<file path="config.mk">
export PLATFORM = sky130hd
export DESIGN_NAME = bomb_scheduler
export DESIGN_NICKNAME = d
export VERILOG_FILES = /design/src/rtl/bomb_scheduler.sv
export SDC_FILE = /design/constraint.sdc
export NUM_CORES = 1
export LEC_CHECK = 0
export CAP_MARGIN = 25
export CORE_ASPECT_RATIO = 1.75
export CORE_MARGIN = 2
export CORE_UTILIZATION = 45
export DETAILED_ROUTE_END_ITERATION = 16
export GPL_TIMING_DRIVEN = 1
export MAX_ROUTING_LAYER = met4
export PLACE_DENSITY = 0.69
export SYNTH_ARGS = -nofsm -noshare
export SYNTH_HDL_FRONTEND = slang
export SYNTH_SLANG_ARGS = --single-unit
</file>
<file path="constraint.sdc">
create_clock -name clk -period 4.2 [get_ports clk]
set_clock_uncertainty 0.15 [all_clocks]
set_input_delay 0.84 -clock clk [delete_from_list [all_inputs] [get_ports clk]]
set_output_delay 0.84 -clock clk [all_outputs]
set_load 0.03 [all_outputs]
</file>
<file path="src/rtl/bomb_scheduler.sv">
// bomb_scheduler
// Six-slot bomb timer. Each slot runs IDLE -> FUSE -> CRACK -> IDLE, counting
// game ticks produced by an internal prescaler (one tick every TICK_DIV clks).
// Placement requests are answered one cycle later with place_ack or place_nack.
//
// Ports:
//   clk                 system clock, rising edge
//   rst_n               asynchronous active-low reset
//   clear               synchronous clear of all slots and the prescaler
//   place_req           one-cycle placement request
//   place_x, place_y    [5:0] block coordinates of the requested bomb
//   place_ack/_nack     one-cycle response pulses, one cycle after place_req
//   bomb_x, bomb_y      [1:36] packed slot coordinates, slot k at bits 6k-5..6k
//   fuse_num            [1:6] bit k set while slot k is in FUSE
//   crack_num           [1:6] bit k set while slot k is in CRACK
//
// Build option: define BOMB_CHAIN_REACT_EN to let a cracking bomb immediately
// detonate any fused bomb sharing its row or column.

module bomb_scheduler #(
  parameter int unsigned TICK_DIV    = 25000000,
  parameter int unsigned FUSE_TICKS  = 3,
  parameter int unsigned CRACK_TICKS = 1
) (
  input  logic        clk,
  input  logic        rst_n,
  input  logic        clear,
  input  logic        place_req,
  input  logic [5:0]  place_x,
  input  logic [5:0]  place_y,
  output logic        place_ack,
  output logic        place_nack,
  output logic [1:36] bomb_x,
  output logic [1:36] bomb_y,
  output logic [1:6]  fuse_num,
  output logic [1:6]  crack_num
);

  localparam int unsigned     PW       = $clog2(TICK_DIV);
  localparam logic [PW-1:0]   PRE_MAX  = PW'(TICK_DIV - 1);
  localparam logic [3:0]      FUSE_LD  = 4'(FUSE_TICKS);
  localparam logic [3:0]      CRACK_LD = 4'(CRACK_TICKS);

  typedef enum logic [1:0] {
    S_IDLE,
    S_FUSE,
    S_CRACK
  } slot_state_t;

  logic [PW-1:0] r_pre;
  logic          w_tick;

  slot_state_t   r_state   [6];
  slot_state_t   w_state_nx[6];
  logic [3:0]    r_ctr     [6];
  logic [3:0]    w_ctr_nx  [6];
  logic [5:0]    r_x       [6];
  logic [5:0]    w_x_nx    [6];
  logic [5:0]    r_y       [6];
  logic [5:0]    w_y_nx    [6];

  logic          w_dup;
  logic          w_free_found;
  logic [2:0]    w_free_idx;
  logic          w_accept;

  logic [1:6]    w_fuse_nx;
  logic [1:6]    w_crack_nx;
  logic [1:6]    r_fuse;
  logic [1:6]    r_crack;
  logic          r_ack;
  logic          r_nack;

`ifdef BOMB_CHAIN_REACT_EN
  logic [5:0]    w_chain;

  // A fused slot is caught by any slot already cracking in its row or column.
  always_comb begin
    w_chain = '0;
    for (int unsigned i = 0; i < 6; i++) begin
      for (int unsigned j = 0; j < 6; j++) begin
        if (r_state[i] == S_FUSE && r_state[j] == S_CRACK &&
            (r_x[j] == r_x[i] || r_y[j] == r_y[i])) begin
          w_chain[i] = 1'b1;
        end
      end
    end
  end
`endif

  assign w_tick = (r_pre == PRE_MAX);

  // Allocation looks only at the current registered state, so a slot that is
  // finishing CRACK this cycle is still busy and cannot be reused until the
  // following cycle.
  always_comb begin
    w_dup        = 1'b0;
    w_free_found = 1'b0;
    w_free_idx   = '0;
    for (int unsigned i = 0; i < 6; i++) begin
      if (r_state[i] != S_IDLE && r_x[i] == place_x && r_y[i] == place_y) begin
        w_dup = 1'b1;
      end
      if (!w_free_found && r_state[i] == S_IDLE) begin
        w_free_found = 1'b1;
        w_free_idx   = 3'(i);
      end
    end
    w_accept = place_req && !clear && w_free_found && !w_dup;
  end

  always_comb begin
    for (int unsigned i = 0; i < 6; i++) begin
      w_state_nx[i] = r_state[i];
      w_ctr_nx[i]   = r_ctr[i];
      w_x_nx[i]     = r_x[i];
      w_y_nx[i]     = r_y[i];

      unique case (r_state[i])
        S_IDLE: begin
          // A freshly placed slot loads the full fuse and ignores a
          // coincident tick.
          if (w_accept && w_free_idx == 3'(i)) begin
            w_state_nx[i] = S_FUSE;
            w_ctr_nx[i]   = FUSE_LD;
            w_x_nx[i]     = place_x;
            w_y_nx[i]     = place_y;
          end
        end
        S_FUSE: begin
`ifdef BOMB_CHAIN_REACT_EN
          if (w_chain[i]) begin
            w_state_nx[i] = S_CRACK;
            w_ctr_nx[i]   = CRACK_LD;
          end else
`endif
          if (w_tick) begin
            if (r_ctr[i] == 4'd1) begin
              w_state_nx[i] = S_CRACK;
              w_ctr_nx[i]   = CRACK_LD;
            end else begin
              w_ctr_nx[i] = r_ctr[i] - 4'd1;
            end
          end
        end
        S_CRACK: begin
          if (w_tick) begin
            if (r_ctr[i] == 4'd1) begin
              w_state_nx[i] = S_IDLE;
              w_ctr_nx[i]   = '0;
              w_x_nx[i]     = '0;
              w_y_nx[i]     = '0;
            end else begin
              w_ctr_nx[i] = r_ctr[i] - 4'd1;
            end
          end
        end
        default: begin
          w_state_nx[i] = S_IDLE;
          w_ctr_nx[i]   = '0;
          w_x_nx[i]     = '0;
          w_y_nx[i]     = '0;
        end
      endcase

      if (clear) begin
        w_state_nx[i] = S_IDLE;
        w_ctr_nx[i]   = '0;
        w_x_nx[i]     = '0;
        w_y_nx[i]     = '0;
      end
    end
  end

  always_comb begin
    w_fuse_nx  = '0;
    w_crack_nx = '0;
    for (int unsigned i = 0; i < 6; i++) begin
      w_fuse_nx[i + 1]  = (w_state_nx[i] == S_FUSE);
      w_crack_nx[i + 1] = (w_state_nx[i] == S_CRACK);
    end
  end

  always_ff @(posedge clk or negedge rst_n) begin
    if (!rst_n) begin
      r_pre   <= '0;
      r_fuse  <= '0;
      r_crack <= '0;
      r_ack   <= 1'b0;
      r_nack  <= 1'b0;
      for (int unsigned i = 0; i < 6; i++) begin
        r_state[i] <= S_IDLE;
        r_ctr[i]   <= '0;
        r_x[i]     <= '0;
        r_y[i]     <= '0;
      end
    end else begin
      if (clear || w_tick) begin
        r_pre <= '0;
      end else begin
        r_pre <= r_pre + PW'(1);
      end
      r_fuse  <= w_fuse_nx;
      r_crack <= w_crack_nx;
      r_ack   <= w_accept;
      r_nack  <= place_req && !w_accept;
      for (int unsigned i = 0; i < 6; i++) begin
        r_state[i] <= w_state_nx[i];
        r_ctr[i]   <= w_ctr_nx[i];
        r_x[i]     <= w_x_nx[i];
        r_y[i]     <= w_y_nx[i];
      end
    end
  end

  always_comb begin
    bomb_x = '0;
    bomb_y = '0;
    for (int unsigned i = 0; i < 6; i++) begin
      bomb_x[6*i + 1 +: 6] = r_x[i];
      bomb_y[6*i + 1 +: 6] = r_y[i];
    end
  end

  assign fuse_num   = r_fuse;
  assign crack_num  = r_crack;
  assign place_ack  = r_ack;
  assign place_nack = r_nack;

endmodule

</file>
# [Word level (Yosys, flattened, before mapping)]
# Index checks and enable logic that the tools add are counted.
[totals] register_bits=147 word_cells=325 out_inout_bits=86
[op_classes] n_eq_ne=78 addsub=7 mux=150 n_reduce_logical=61
[ops] cell="$mux W6" n=36
[ops] cell="$pmux W6 S3" n=12
[ops] cell="$mux W4" n=36
[ops] cell="$eq A6 B6 Y1" n=12
[ops] cell="$mux W2" n=36
[ops] cell="$pmux W4 S3" n=6
[ops] cell="$ne A3 B3 Y1 const B" n=18
[ops] cell="$pmux W2 S3" n=6
[ops] cell="$logic_and A1 B1 Y1" n=27
[ops] cell="$add A25 B1 Y25 const B" n=1
[ops] cell="$eq A25 B25 Y1 const B" n=1
[ops] cell="$mux W25" n=1
[ops] cell="$eq A2 B1 Y1 const B" n=12
[ops] cell="$eq A2 B2 Y1 const B" n=12
[ops] cell="$eq A4 B1 Y1 const B" n=6
[ops] cell="$reduce_and A4 Y1" n=6
[ops] cell="$sub A4 B1 Y4 const B" n=6
[ops] cell="$ne A3 B2 Y1 const B" n=6
[ops] cell="$reduce_and A3 Y1" n=6
[ops] cell="$mux W1" n=13
[ops] cell="$logic_not A2 Y1" n=6
[ops] cell="$mux W3" n=4
[ops] cell="$ne A2 B2 Y1 const B" n=6
[ops] cell="$reduce_bool A2 Y1" n=6
[ops] cell="6 further kinds" n=15

# [Depth between registers and ports, before layout]
[depth] depth_word=24 depth_mapped=12 mapped_depth_nobuf=9

# [Worst setup path before layout]
# OpenSTA, ideal clock, no wires.
[synth_timing] kind="input to register" startpoint="input port place_x[5]" endpoint="register r_x (netlist bit bomb_x[25])" arrival_time_ns=2.597 setup_ns=0.079 path_slack_ns=1.373 stages=11 t_required_ns=3.971 n_path_buf=3 cell_sequence="buf_4 xor2_1 nor2_1 nand4_1 nand4_1 or2_1 clkbuf_1 or2_1 a21boi_2 buf_6 mux2i_1"
[synth_via] elab_chain_len=14 word_cells_on_any_way=32 classes_between="eq/ne: 7; mux: 9; reduce/logical: 16"
[synth_rtl] element="start, declared" line="29" rtl="input logic [5:0] place_x,"
[synth_rtl] element="$eq A6 B6 Y1" line="101" rtl="if (r_state[i] != S_IDLE && r_x[i] == place_x && r_y[i] == place_y) begin"
[synth_rtl] element="$logic_and A1 B1 Y1 (2 in series)" line="101"
[synth_rtl] element="$mux W1 (6 in series)" line="101"
[synth_rtl] element="$logic_not A1 Y1" line="109" rtl="w_accept = place_req && !clear && w_free_found && !w_dup;"
[synth_rtl] element="$logic_and A1 B1 Y1" line="109"
[synth_rtl] element="$logic_and A1 B1 Y1" line="123" rtl="if (w_accept && w_free_idx == 3'(i)) begin"
[synth_rtl] element="$ne A3 B2 Y1 (no line)"
[synth_rtl] element="$reduce_and A4 Y1 (no line)"
[synth_rtl] element="end signal, assigned by index" line="210" rtl="r_x[i] <= w_x_nx[i];"
[synth_rtl] element="end, declared" line="57" rtl="logic [5:0] r_x [6];"
# Parallel ways exist; a longest one is shown, timed or not. The select of a mux whose other input is x is not followed.
# A chain may end at the register's enable or synchronous reset.

# [Worst setup path after layout]
[layout_timing] startpoint="input port place_x[3]" endpoint="register r_y (netlist bit bomb_y[30])"
[layout_via] elab_chain_len=14 word_cells_on_any_way=29 classes_between="eq/ne: 7; mux: 6; reduce/logical: 16"
[layout_rtl] element="$eq A6 B6 Y1" line="101"
[layout_rtl] element="$logic_and A1 B1 Y1 (2 in series)" line="101"
[layout_rtl] element="$mux W1 (5 in series)" line="101"
[layout_rtl] element="$mux W1 *" line="101"
[layout_rtl] element="$logic_not A1 Y1 *" line="109"
[layout_rtl] element="$logic_and A1 B1 Y1 *" line="109"
[layout_rtl] element="$logic_and A1 B1 Y1 *" line="123"
[layout_rtl] element="$ne A3 B2 Y1 (no line) *"
[layout_rtl] element="$reduce_and A4 Y1 (no line) *"
[layout_rtl] element="end signal, assigned by index" line="211" rtl="r_y[i] <= w_y_nx[i];"
[layout_rtl] element="end, declared" line="59" rtl="logic [5:0] r_y [6];"
# Mark *: on every way between the ends. The rest lies on a longest branch, timed or not.

==> results.md <==
- Count of state elements after synthesis: 147
- Design internal power: 2670 uW
- DRC violation count after routing: 0
- # setup viols final: 0
- Clock latency on the worst-skew pair: 430 ps
- Transition time at the pin with the least slew margin: 956 ps
- Min cycle time layout: 3600 ps
- Wirelength per Cell: 18.6 um
- Longest Clk Path Bufs: 2
- Pin count of the biggest net entering global routing: 86
- Power per Cell Area: 349 mW/mm^2
- Max Transition Viols Final: 0
- Most common cell after layout, fill and taps aside: sky130_fd_sc_hd__dfrtp_1
- Number of synthesized flops with an enable pin: 0
- Yosys warnings: 0
- Tot GR Track Use: 0.248
- Highest-count cells in the layout ignoring fill and taps: sky130_fd_sc_hd__dfrtp_1, sky130_fd_sc_hd__nand2_1, sky130_fd_sc_hd__clkdlybuf4s50_1
- Remaining antenna violation count after routing: 0
- Number of top-level pins: 102
- Element type at the critical path end: flip-flop
- Die Height: 182 um
- Via count: 6809
- Layer with the highest usage: met2
- Initial Utilization: 0.454
- HPWL Detailed: 15700 um
- Power consumption: 3520 uW
- Met1 usage in global routing: 0.268
- Cells traversed along the worst timing path: clkdlybuf4s50_1 -> buf_4 -> xor2_1 -> nor2_1 -> nand4_1 -> nand4_1 -> or2_1 -> or2_1 -> a21boi_2 -> buf_12 -> mux2i_1
- Layout-stage area growth over the synthesis result: 24.3%
- Master cell of the clock root buffer: sky130_fd_sc_hd__clkbuf_16
- Unique cell type count in the Yosys netlist: 73
- Standard-cell rows: 65
- Reg-to-Reg Start: r_state[9]
- Run status: completed
- Floorplan die width: 106 um
- Hold bufs inserted after CTS: 0
- TNS Setup: 0 ps
- Worst voltage drop across the vdd grid: 0.371 mV
- Sequential cell fraction of total power: 0.415
- Number of DRC markers in iteration 0: 282
- # diodes: 0
- GR met3 Demand/Resource: 0.0380
- Depth of the CTS H-tree: 4
- Final Routed Wirelength: 22200 um
- Weighted congestion reported at the end of routability-driven placement: 0.916
- Total gr overflow: 0
- Peak clock frequency supported by timing: 278 MHz
- Fraction of registers with async set/reset: 1.00
- Portion of the post-synthesis area used by sequential elements: 0.453
- Final core area utilization: 0.564
- Leak: 0.00440 uW
- CTS buffer count: 17
- Nets@finish: 975
- Dominant combinational cell family by area after synthesis: simple AND/OR/NAND/NOR gates
- Delay-heaviest family, CP: buffers and inverters
- Antenna violations before repair: 0
- Relative contribution of the clock network to total power: 0.494
- Launching element of the worst setup path: place_x[3]
- Port-buffer cells: 101
- Proportion of layout cells with a drive suffix above 1: 0.0865
- Gate power share: 0.091
- Number of cells produced by synthesis: 848
- Clk sinks: 147
- Type of the worst setup path: in -> reg
- Power spent charging and discharging nets: 853 uW
- Arrival time at the worst endpoint: 3790 ps
- Clock-pin transition on the worst setup and hold timing paths: 60 ps
- Class of the tightest hold or removal check: in -> async
- Detailed-router iteration count before antenna repair: 5
- Die area: 0.0192 mm^2
- Final non-filler cell area: 0.0101 mm^2
- Placeable Area: 0.0179 mm^2
- Multiplexer area fraction after synthesis: 0.0495
- Setup repair after global routing missed its margin: false
- Maximum fanout along the worst path: 12
- Slew margin rel.: 0.363
- Final worst-path cycle share: 0.857
- Post-CTS Repair Setup Buffers: 0
- Met2 Usage GRT: 0.433
- Number of instances resized during post-cts repair: 0
- Number of hold-slack violations in the final timing report: 0
- Post-synthesis instance area: 0.00812 mm^2
- Critical Path RT: 4390 ps
- CTS tree: yes
- Area fraction in compound gates after synthesis: 0.138
- Number of nets in the synthesized netlist: 877
- Share of total power consumed by net switching: 0.242
- Share of synthesized cell area in and, or, nand and nor gates: 0.188
- Share of synthesized cell area in full adder, half adder and majority cells: 0.0213
- Instance area at placement: 0.00942 mm^2
- Number of global-route vias before repair: 6990
- Max incr delay on CP: 810 ps
- Sort of element at the start of the critical path: primary input
- Maximum capacitance violations: 0
- Mean Syn Cell Area: 9.57 um^2
- Synth Flop Type: sky130_fd_sc_hd__dfrtp_1
- Slowest library cell on the worst path: sky130_fd_sc_hd__clkdlybuf4s50_1
- Buffer and inverter count on the worst path: 3
- Xor-xnor portion of the synthesized cell area: 0.101
- Global-route wire length before repair: 36000 um
- Vias per std cell: 5.71
==> area by class of cell <==
type	instances	area (um^2)
Timing Repair Buffer	134	1320
Clock inverter	12	230
Tap cell	234	293
Multi-Input combinational cell	624	4050
Fill cell	1616	7810
Sequential cell	147	3680
Clock buffer	20	437
Inverter	22	82.6
==> cell usage after synthesis, types with 6 or more instances <==
cell type	n	area share
sky130_fd_sc_hd__a211oi_1	7	0.0065
sky130_fd_sc_hd__a21oi_1	40	0.025
sky130_fd_sc_hd__a22o_1	36	0.039
sky130_fd_sc_hd__a31oi_1	6	0.0046
sky130_fd_sc_hd__and3_1	9	0.0069
sky130_fd_sc_hd__buf_2	14	0.0086
sky130_fd_sc_hd__buf_4	12	0.011
sky130_fd_sc_hd__buf_6	6	0.0083
sky130_fd_sc_hd__clkbuf_1	23	0.011
sky130_fd_sc_hd__dfrtp_1	147	0.45
sky130_fd_sc_hd__ha_1	13	0.020
sky130_fd_sc_hd__inv_1	21	0.0097
sky130_fd_sc_hd__mux2i_1	39	0.048
sky130_fd_sc_hd__nand2_1	116	0.054
sky130_fd_sc_hd__nand3_1	17	0.010
sky130_fd_sc_hd__nand4_1	12	0.0092
sky130_fd_sc_hd__nor2_1	71	0.033
sky130_fd_sc_hd__nor2b_1	9	0.0069
sky130_fd_sc_hd__nor3_1	30	0.018
sky130_fd_sc_hd__nor4_1	19	0.015
sky130_fd_sc_hd__o21ai_0	23	0.014
sky130_fd_sc_hd__or3_1	8	0.0062
sky130_fd_sc_hd__xnor2_1	6	0.0065
sky130_fd_sc_hd__xor2_1	88	0.095
==> logic make-up after synthesis <==
| kind of cell | count (synthesis) |
|---|---|
| and+or+nand+nor | 319 |
| AOI/OAI and AO/OA | 157 |
| DFF | 147 |
| xor gates and xnor gates | 94 |
| buffers and inverters | 77 |
| muxes | 40 |
| adders and majority gates | 14 |
==> power by group through the flow <==
| stage | Clock [uW] | Combinational [uW] | Sequential, uW |
|---|---|---|---|
| after global routing | 1810 | 354 | 1470 |
| after floorplan | 0 | 170 | 1500 |
| final | 1740 | 322 | 1460 |
| after detailed placement | 0 | 323 | 1490 |
| after global placement | 0 | 319 | 1490 |
| after CTS | 1760 | 324 | 1460 |
==> final timing paths <==
kind	to	slack [ps]	cells after the start
min in group clk	r_pre[0]	340	1
min	place_ack	320	1
min reg2reg	r_pre[0]	340	1
max reg2reg	bomb_y[30]	1190	9
max	bomb_y[30]	600	11
max in group asynchronous	bomb_y[10]	2720	2
==> flip-flops by register name, summed over array words and instances (netlist names) <==
name,count
crack_num,6
place_nack,1
r_ctr,24
fuse_num,6
bomb_y,36
bomb_x,36
place_ack,1
r_pre,25
r_state,12
==> per-layer routing <==
layer | vias to the layer above | part of all wire
met5 | - | 0
met4 | 0 | 0.045
met3 | 65 | 0.038
met2 | 205 | 0.53
met1 | 3368 | 0.38
li1 | 3171 | -
==> metrics by stage <==
step | worst slack (ps) | hold slack [ps] | std cells
final | 599 | 322 | 1193
after global placement | 223 | 320 | 1161
after CTS | 611 | 336 | 1193
after global routing | 444 | 359 | 1193
after detailed placement | 188 | 327 | 1161
after floorplan | 1370 | 298 | 848
(Power assumes the default switching activity.)
